--- src/rtl/sv_alu_pkg.sv ---
// Shared ALU constants: default result width and the reference clock period.
// Imported by every ALU-side block; it intentionally carries no types.
package sv_alu_pkg;

    localparam int unsigned ALU_DATA_WIDTH = 8;
    localparam int unsigned CLK_PERIOD     = 10;

endpackage : sv_alu_pkg

--- src/rtl/alu_out_fifo_if.sv ---
// ALU result bus: producer side (EX_ALU/EX_ALU_VLD/ALU_RDY) and consumer side
// (OUT_DATA/OUT_VLD/OUT_RDY). The FIFO is the slave; the ALU and consumer form the master.
interface alu_out_fifo_if
    import sv_alu_pkg::*;
#(
    parameter int unsigned DATA_WIDTH = ALU_DATA_WIDTH
) ();

    logic [DATA_WIDTH-1:0] EX_ALU;
    logic                  EX_ALU_VLD;
    logic                  ALU_RDY;
    logic [DATA_WIDTH-1:0] OUT_DATA;
    logic                  OUT_VLD;
    logic                  OUT_RDY;

    modport slave (
        input  EX_ALU, EX_ALU_VLD, OUT_RDY,
        output ALU_RDY, OUT_DATA, OUT_VLD
    );

    modport master (
        output EX_ALU, EX_ALU_VLD, OUT_RDY,
        input  ALU_RDY, OUT_DATA, OUT_VLD
    );

endinterface : alu_out_fifo_if

--- src/rtl/alu_out_fifo_mem.sv ---
// Result storage: DEPTH x DATA_WIDTH register array with one synchronous write
// port and one asynchronous (fall-through) read port.
module alu_out_fifo_mem
    import sv_alu_pkg::*;
#(
    parameter int unsigned DATA_WIDTH = ALU_DATA_WIDTH,
    parameter int unsigned DEPTH      = 8,
    localparam int unsigned PW        = $clog2(DEPTH)
) (
    input  logic                  CLK,
    input  logic                  i_we,
    input  logic [PW-1:0]         i_waddr,
    input  logic [DATA_WIDTH-1:0] i_wdata,
    input  logic [PW-1:0]         i_raddr,
    output logic [DATA_WIDTH-1:0] o_rdata
);

    logic [DATA_WIDTH-1:0] r_mem [DEPTH];

    // NOTE: the array has no reset; occupancy alone decides which entries are live,
    // so resetting it would only cost flops and reset fan-out.
    always_ff @(posedge CLK) begin
        if (i_we) begin
            r_mem[i_waddr] <= i_wdata;
        end
    end

    assign o_rdata = r_mem[i_raddr];

endmodule : alu_out_fifo_mem

--- src/rtl/alu_out_fifo.sv ---
// ALU output FIFO: circular buffer with early ALU_RDY throttling (SLACK entries held back
// for in-flight results) and sticky OVERFLOW. Optional RES_CNT pop counter: ALU_OUT_FIFO_STATS_EN.
module alu_out_fifo
    import sv_alu_pkg::*;
#(
    parameter int unsigned DATA_WIDTH = ALU_DATA_WIDTH,
    parameter int unsigned DEPTH      = 8,
    parameter int unsigned SLACK      = 2,
    localparam int unsigned CW        = $clog2(DEPTH + 1),
    localparam int unsigned PW        = $clog2(DEPTH)
) (
    input  logic          CLK,
    input  logic          RST,
    alu_out_fifo_if.slave bus,
    output logic [CW-1:0] CNT,
    output logic          OVERFLOW
`ifdef ALU_OUT_FIFO_STATS_EN
    ,
    output logic [15:0]   RES_CNT
`endif
);

    localparam logic [CW-1:0] FULL_CNT  = CW'(DEPTH);
    localparam logic [CW-1:0] RDY_LIMIT = CW'(DEPTH - SLACK);

    logic [PW-1:0]         r_wr_ptr;
    logic [PW-1:0]         r_rd_ptr;
    logic [CW-1:0]         r_cnt;
    logic                  r_overflow;
    logic                  r_alu_rdy;
    logic [CW-1:0]         w_cnt_next;
    logic                  w_empty;
    logic                  w_full;
    logic                  w_wr;
    logic                  w_rd;
    logic                  w_drop;
    logic [DATA_WIDTH-1:0] w_rd_data;

    assign w_empty = (r_cnt == '0);
    assign w_full  = (r_cnt == FULL_CNT);
    assign w_rd    = !w_empty && bus.OUT_RDY;
    // A full buffer still accepts a word when the head leaves in the same cycle.
    assign w_wr    = bus.EX_ALU_VLD && (!w_full || w_rd);
    assign w_drop  = bus.EX_ALU_VLD && w_full && !w_rd;

    // NOTE: every combinational output gets a default first so no path leaves it unassigned
    // and infers a latch.
    always_comb begin
        w_cnt_next = r_cnt;
        if (w_wr && !w_rd) begin
            w_cnt_next = r_cnt + CW'(1);
        end else if (w_rd && !w_wr) begin
            w_cnt_next = r_cnt - CW'(1);
        end
    end

    // NOTE: state is updated with non-blocking assignments so every flop samples
    // pre-edge values regardless of statement order.
    always_ff @(posedge CLK) begin
        if (RST) begin
            r_wr_ptr   <= '0;
            r_rd_ptr   <= '0;
            r_cnt      <= '0;
            r_overflow <= 1'b0;
            r_alu_rdy  <= 1'b1;
        end else begin
            if (w_wr) begin
                r_wr_ptr <= r_wr_ptr + PW'(1);
            end
            if (w_rd) begin
                r_rd_ptr <= r_rd_ptr + PW'(1);
            end
            if (w_drop) begin
                r_overflow <= 1'b1;
            end
            r_cnt     <= w_cnt_next;
            r_alu_rdy <= (w_cnt_next <= RDY_LIMIT);
        end
    end

    alu_out_fifo_mem #(
        .DATA_WIDTH (DATA_WIDTH),
        .DEPTH      (DEPTH)
    ) u_mem (
        .CLK     (CLK),
        .i_we    (w_wr),
        .i_waddr (r_wr_ptr),
        .i_wdata (bus.EX_ALU),
        .i_raddr (r_rd_ptr),
        .o_rdata (w_rd_data)
    );

    assign bus.OUT_DATA = w_rd_data;
    assign bus.OUT_VLD  = !w_empty;
    assign bus.ALU_RDY  = r_alu_rdy;
    assign CNT          = r_cnt;
    assign OVERFLOW     = r_overflow;

`ifdef ALU_OUT_FIFO_STATS_EN
    logic [15:0] r_res_cnt;

    always_ff @(posedge CLK) begin
        if (RST) begin
            r_res_cnt <= '0;
        end else if (w_rd) begin
            r_res_cnt <= r_res_cnt + 16'd1;
        end
    end

    assign RES_CNT = r_res_cnt;
`endif

endmodule : alu_out_fifo

--- src/flat_wrapper.sv ---
// flat-port wrapper written by rule: the top's interface ports become plain ports
module alu_out_fifo_flat import sv_alu_pkg::*;
#(
    parameter int unsigned DATA_WIDTH = ALU_DATA_WIDTH,
    parameter int unsigned DEPTH      = 8,
    parameter int unsigned SLACK      = 2,
    localparam int unsigned CW        = $clog2(DEPTH + 1),
    localparam int unsigned PW        = $clog2(DEPTH)
)
  (CLK, RST, CNT, OVERFLOW, bus_EX_ALU, bus_EX_ALU_VLD, bus_OUT_RDY, bus_ALU_RDY, bus_OUT_DATA, bus_OUT_VLD);
  alu_out_fifo_if #(.DATA_WIDTH(DATA_WIDTH)) bus_i ();
  input  logic CLK;
  input  logic RST;
  output logic [CW-1:0] CNT;
  output logic OVERFLOW;
  input wire logic [$bits(bus_i.EX_ALU)-1:0] bus_EX_ALU;
  input wire logic [$bits(bus_i.EX_ALU_VLD)-1:0] bus_EX_ALU_VLD;
  input wire logic [$bits(bus_i.OUT_RDY)-1:0] bus_OUT_RDY;
  output wire logic [$bits(bus_i.ALU_RDY)-1:0] bus_ALU_RDY;
  output wire logic [$bits(bus_i.OUT_DATA)-1:0] bus_OUT_DATA;
  output wire logic [$bits(bus_i.OUT_VLD)-1:0] bus_OUT_VLD;
  assign bus_i.EX_ALU = bus_EX_ALU;
  assign bus_i.EX_ALU_VLD = bus_EX_ALU_VLD;
  assign bus_i.OUT_RDY = bus_OUT_RDY;
  assign bus_ALU_RDY = bus_i.ALU_RDY;
  assign bus_OUT_DATA = bus_i.OUT_DATA;
  assign bus_OUT_VLD = bus_i.OUT_VLD;
  alu_out_fifo #(.DATA_WIDTH(DATA_WIDTH), .DEPTH(DEPTH), .SLACK(SLACK)) u_core (.CLK(CLK), .RST(RST), .bus(bus_i), .CNT(CNT), .OVERFLOW(OVERFLOW));
endmodule
--- config.mk ---
export PLATFORM = sky130hd
export DESIGN_NAME = alu_out_fifo_flat
export DESIGN_NICKNAME = d
export VERILOG_FILES = /design/src/rtl/sv_alu_pkg.sv /design/src/rtl/alu_out_fifo_if.sv /design/src/rtl/alu_out_fifo_mem.sv /design/src/rtl/alu_out_fifo.sv /design/src/flat_wrapper.sv
export SDC_FILE = /design/constraint.sdc
export NUM_CORES = 1
export LEC_CHECK = 0
export BUFFER_PORTS_ARGS = -buffer_cell sky130_fd_sc_hd__buf_4
export CAP_MARGIN = 20
export CORE_ASPECT_RATIO = 1.4
export CORE_MARGIN = 2
export CORE_UTILIZATION = 30
export CTS_CLUSTER_SIZE = 24
export DETAILED_ROUTE_END_ITERATION = 8
export GPL_ROUTABILITY_DRIVEN = 0
export PLACE_DENSITY = 0.45
export SETUP_SLACK_MARGIN = 0.15
export SYNTH_ARGS = -nofsm -noshare
export SYNTH_HDL_FRONTEND = slang
export SYNTH_SLANG_ARGS = --single-unit
--- constraint.sdc ---
create_clock -name CLK -period 6.8 [get_ports CLK]
set_clock_uncertainty 0.2 [all_clocks]
set_input_delay 1.36 -clock CLK [delete_from_list [all_inputs] [get_ports CLK]]
set_output_delay 1.36 -clock CLK [all_outputs]
set_load 0.1 [all_outputs]
== Word level (Yosys, flattened, before mapping) ==
Memory sizes are Yosys's and may differ from the RTL's. A register that Yosys moved wholly into a read port is not among the register bits.
Cells that the tools add are included.

* Input bits: 12
* Memory bits (writable): 64
* Memory bits (read-only): 0
* Memories kept: 1
* Bits in latches: 0
* Output and inout port bits: 15
* Logic and storage cells: 30
* Flip-flop bits (word level): 12

* Divide/modulo/power cells: 0
* Add/sub/neg operators: 4
* Reductions and logical operators: 12
* Muxes and demuxes: 6
* Shifts and indexed selects: 0
* Multipliers: 0
* Eq/ne operators: 1
* Bitwise logic cells: 0
* $lt $le $gt $ge: 1

{| class="wikitable"
|+ Memory list
! memory !! words !! bits a word !! read ports !! clocked after memory_dff !! write ports !! RTL line !! source
|-
| u_core.u_mem.r_mem || 8 || 8 || 1 || 1 || 1 || alu_out_fifo_mem.sv:18 || <nowiki>logic [DATA_WIDTH-1:0] r_mem [DEPTH];</nowiki>
|}

{| class="wikitable"
|+ Operator list
! cell !! count
|-
| $mux W4 || 2
|-
| $add A3 B1 Y3 const B || 2
|-
| $logic_and A1 B1 Y1 || 6
|-
| $mux W3 || 2
|-
| $add A4 B1 Y4 const B || 1
|-
| $eq A4 B4 Y1 const B || 1
|-
| $le A4 B3 Y1 const B || 1
|-
| $logic_not A1 Y1 || 4
|-
| $logic_not A4 Y1 || 1
|-
| $sub A4 B1 Y4 const B || 1
|-
| $mux W1 || 2
|-
| $logic_or A1 B1 Y1 || 1
|}

== Longest topological paths before layout ==
* Depth in word-level cells: 10
* Depth in mapped cells: 7
* Depth with buffers taken out: 7

== By module ==
Synthesis repeated with hierarchy kept, for this count alone.

* Cell total of the unflattened synthesis: 182
* Area total of the unflattened synthesis: 3219.3 sq um

{| class="wikitable"
|+ By module, submodules not included
! module !! sequential area each (sq um) !! times used !! area an instance (sq um) !! cells each
|-
| alu_out_fifo_mem || 1921.8 || 1 || 2531.2 || 106
|-
| alu_out_fifo || 240.2 || 1 || 688.2 || 76
|}

== Worst setup path before layout ==
Ideal clock, no wire load.

* Path kind: register to output
* Start: reg u_core.r_cnt[0], in the netlist u_core.CNT[0]
* End: out bus_OUT_VLD
* Arrival time: 2.321 ns
* Cell stages (with the launch flop): 5
* Path buffers: 0
* Slack: 2.919 ns
* Required time: 5.240 ns
* Cells stage by stage: dfxtp_1 > inv_1 > ha_1 > nor3b_1 > inv_1

* Cells in the longest elaborated chain, start to end: 2

{| class="wikitable"
|+ RTL lines
! item !! RTL line !! source
|-
| from (decl) || alu_out_fifo.sv:28 || <nowiki>logic [CW-1:0] r_cnt;</nowiki>
|-
| from (signal assigned) || alu_out_fifo.sv:76 || <nowiki>r_cnt <= w_cnt_next;</nowiki>
|-
| $logic_not A4 Y1 || alu_out_fifo.sv:39 || <nowiki>assign w_empty = (r_cnt == '0);</nowiki>
|-
| $logic_not A1 Y1 || alu_out_fifo.sv:94 || <nowiki>assign bus.OUT_VLD = !w_empty;</nowiki>
|-
| to (decl) || flat_wrapper.sv:21 || <nowiki>output wire logic [$bits(bus_i.OUT_VLD)-1:0] bus_OUT_VLD;</nowiki>
|}

Every way passes these cells.

==> results.sh <==
export IMPL_drt_iter0_markers=91
export IMPL_initial_core_util_pct=30.9
export IMPL_final_area_um2=3820
export IMPL_ir_drop_mv=0.293
export IMPL_yosysWarnings=0
export IMPL_nFillCells=978
export IMPL_p_total_w=0.00159
export IMPL_period_needed_ns=4.00
export IMPL_post_dp_cell_area_um2=3540
export IMPL_power_switching_share_pct=37.0
export IMPL_synth_edf_count=64
export IMPL_start_kind="flip-flop"
export IMPL_synth_top_area_share_pct=59.8
export IMPL_slew_viol_final=0
export IMPL_grt_pass1_wl_mm=9.05
export IMPL_crit_type="flip-flop to output pin"
export IMPL_antennaDiodeCount=0
export IMPL_ys_top_cells_by_area="edfxtp_1 (60%), mux4_1 (12%), dfxtp_1 (9.3%)"
export IMPL_maxCapViolations=0
export IMPL_finalSetupViolations=0
export IMPL_rsz0062_at_grt="false"
export IMPL_ios=27
export IMPL_die_w_um=91.5
export IMPL_cts_buffers=9
export IMPL_yosysSeqAreaShare_pct=69.2
export IMPL_pwr_share_comb_pct=33.0
export IMPL_dieHeight_um=126
export IMPL_nets=232
export IMPL_cp_arrival_ns=2.44
export IMPL_end_kind="output pin"
export IMPL_hold_viol_final=0
export IMPL_pwr_share_clk_pct=28.8
export IMPL_yosys_register_bits=79
export IMPL_netlist_instances=185
export IMPL_port_buffers=26
export IMPL_p_leak_nw=1.32
export IMPL_setup_tns_ns=0
export IMPL_crit_slowest_cell="dfxtp_1"
export IMPL_post_cts_resized=0
export IMPL_fp_coreArea_um2=10400
export IMPL_grt_max_degree=17
export IMPL_drt_drc_violations_left=0
export IMPL_path_cells="mux4_1 -> mux2_2 -> buf_4"
export IMPL_path_clk_slew_ns=0.06
export IMPL_seq_power_share_pct=38.2
export IMPL_grt_pass1_vias=1662
export IMPL_syn_area_per_cell_um2=17.4
export IMPL_finalCritPeriodShare_pct=58.8
export IMPL_layout_cells_most_common="edfxtp_1"
export IMPL_internal_power_w=0.00100
export IMPL_drive_above_1_share_pct=23.6
export IMPL_p_switching_w=0.000586
export IMPL_worstPathRequired_ns=5.24
export IMPL_crit_path_max_incr_delay_ns=0.93
export IMPL_async_reset_ff_share_pct=0
export IMPL_ant_nets=0
export IMPL_syn_cell_area_um2=3210
export IMPL_synthDistinctLibCells=29
export IMPL_yosys_area_top_type="edfxtp_1"
export IMPL_status="finished clean"
export IMPL_wl_per_cell_um=16.8
export IMPL_grt_usage_pct=11.1
export IMPL_first_pass_iters=4
export IMPL_wl_mm=6.00
export IMPL_cp_top_family="multiplexers"
export IMPL_via_count=1633
export IMPL_cts_setup_buffers=0
export IMPL_clk_latency_ns=0.33
export IMPL_syn_num_nets=201
export IMPL_cp_num_buf_inv=1
export IMPL_fmax_ghz=0.250
export IMPL_rows=44
export IMPL_dieArea_um2=11600
export IMPL_grt_remaining_overflow=0
export IMPL_area_growth_pct=19.0
export IMPL_antenna_found_initial=0
export IMPL_cts_hold_buf=0
export IMPL_synth_flop_cell="edfxtp_1"
export IMPL_viasPerCell=4.56
export IMPL_slew_headroom_pct=29.3
export IMPL_crit_path_max_fanout=16
export IMPL_cts_tree="done"
export IMPL_tightest_slew_ns=1.06
export IMPL_final_cell_mix="edfxtp_1 (64), buf_4 (26), nor2_1 (16)"
export IMPL_dp_hpwl_mm=3.75
export IMPL_hold_class="flip-flop to flip-flop"
export IMPL_clock_root_buffer="clkbuf_16"
export IMPL_cts_sinks=79
export IMPL_htree_levels=3
export IMPL_power_density_nw_per_um2=415
export IMPL_max_clock_path_buffers=2
-- Yosys cell counts (all sizes together) (3+ instances only) --
| master | n |
|---|---|
| a21oi | 9 |
| buf | 4 |
| dfxtp | 15 |
| edfxtp | 64 |
| ha | 4 |
| inv | 4 |
| mux2 | 10 |
| mux4 | 16 |
| nand2 | 13 |
| nand2b | 5 |
| nor2 | 16 |
| nor2b | 5 |
| nor3 | 4 |
| xor2 | 3 |
-- kinds of logic (layout without fill, tap and decap cells) --
kind of cell | after synthesis | in the layout | synth area share, %
XOR/XNOR | 4 | 4 | 1.09
buffers and inverters | 10 | 45 | 1.95
AND/OR/NAND/NOR | 49 | 49 | 7.20
adder cells (fa/ha/maj) | 4 | 4 | 1.56
flip-flops | 79 | 79 | 69.2
AO/OA/AOI/OAI | 13 | 13 | 2.45
multiplexers | 26 | 26 | 16.6
-- tightest hold or removal path, delay by kind of cell, from the launching register on --
| family | cells | cell delay [ns] |
|---|---|---|
| flops | 1 | 0.32 |
| simple gates | 1 | 0.07 |
| compound gates | 1 | 0.04 |
-- flip-flops by register name, indices dropped and copies added (netlist names), named ones only --
| register | flops |
|---|---|
| u_core.bus.ALU_RDY | 1 |
| u_core.u_mem.r_mem | 64 |
| u_core.r_rd_ptr | 3 |
| u_core.OVERFLOW | 1 |
| u_core.CNT | 4 |
| u_core.r_wr_ptr | 3 |
-- worst paths after layout --
kind	slack (ns)	start	endpoint	cells past startpoint
hold / removal	0.28	u_core.OVERFLOW	u_core.OVERFLOW	2
setup reg to reg	3.95	u_core.CNT[0]	u_core.u_mem.r_mem[6][7]	6
setup / recovery	2.80	flip-flop	bus_OUT_DATA[2]	3
hold reg to reg	0.28	u_core.OVERFLOW	u_core.OVERFLOW	2
-- power groups by stage --
stage          clock [W]  sequential, W  combinational, W
4_1_cts         0.000467       0.000608          0.000530
3_3_place_gp           0       0.000619          0.000528
2_1_floorplan          0       0.000648          0.000409
6_report        0.000457       0.000605          0.000524
3_5_place_dp           0       0.000618          0.000528
5_1_grt         0.000482       0.000615          0.000553
-- per-stage QoR --
step                setup WS, ns  util, %  cells  hold WS, ns
floorplan                   2.92        -    185        0.254
global placement            3.04     34.1    343        0.259
detailed placement          3.09     34.1    343        0.268
CTS                         2.73     36.7    358        0.284
global route                2.62     36.7    358        0.302
finish                      2.80     36.7    358        0.276
-- per-layer routing --
| metal | part of all wire (%) | GRT usage, % |
|---|---|---|
| met5 | 0 | 0 |
| met4 | 2.5 | 6.95 |
| met3 | 2.8 | 1.96 |
| met2 | 51 | 18.9 |
| met1 | 44 | 12.9 |
-- layout make-up --
cell class / count / area, um^2 / area share (%)
Clock buffer: 11 / 233 / 6.09
Tap cell: 138 / 173 / 4.52
Clock inverter: 4 / 47.5 / 1.24
Inverter: 4 / 15.0 / 0.393
Sequential cell: 79 / 2220 / 58.1
Multi-Input combinational cell: 96 / 938 / 24.5
Timing Repair Buffer: 26 / 195 / 5.10
Power figures use the tool's default switching activity.
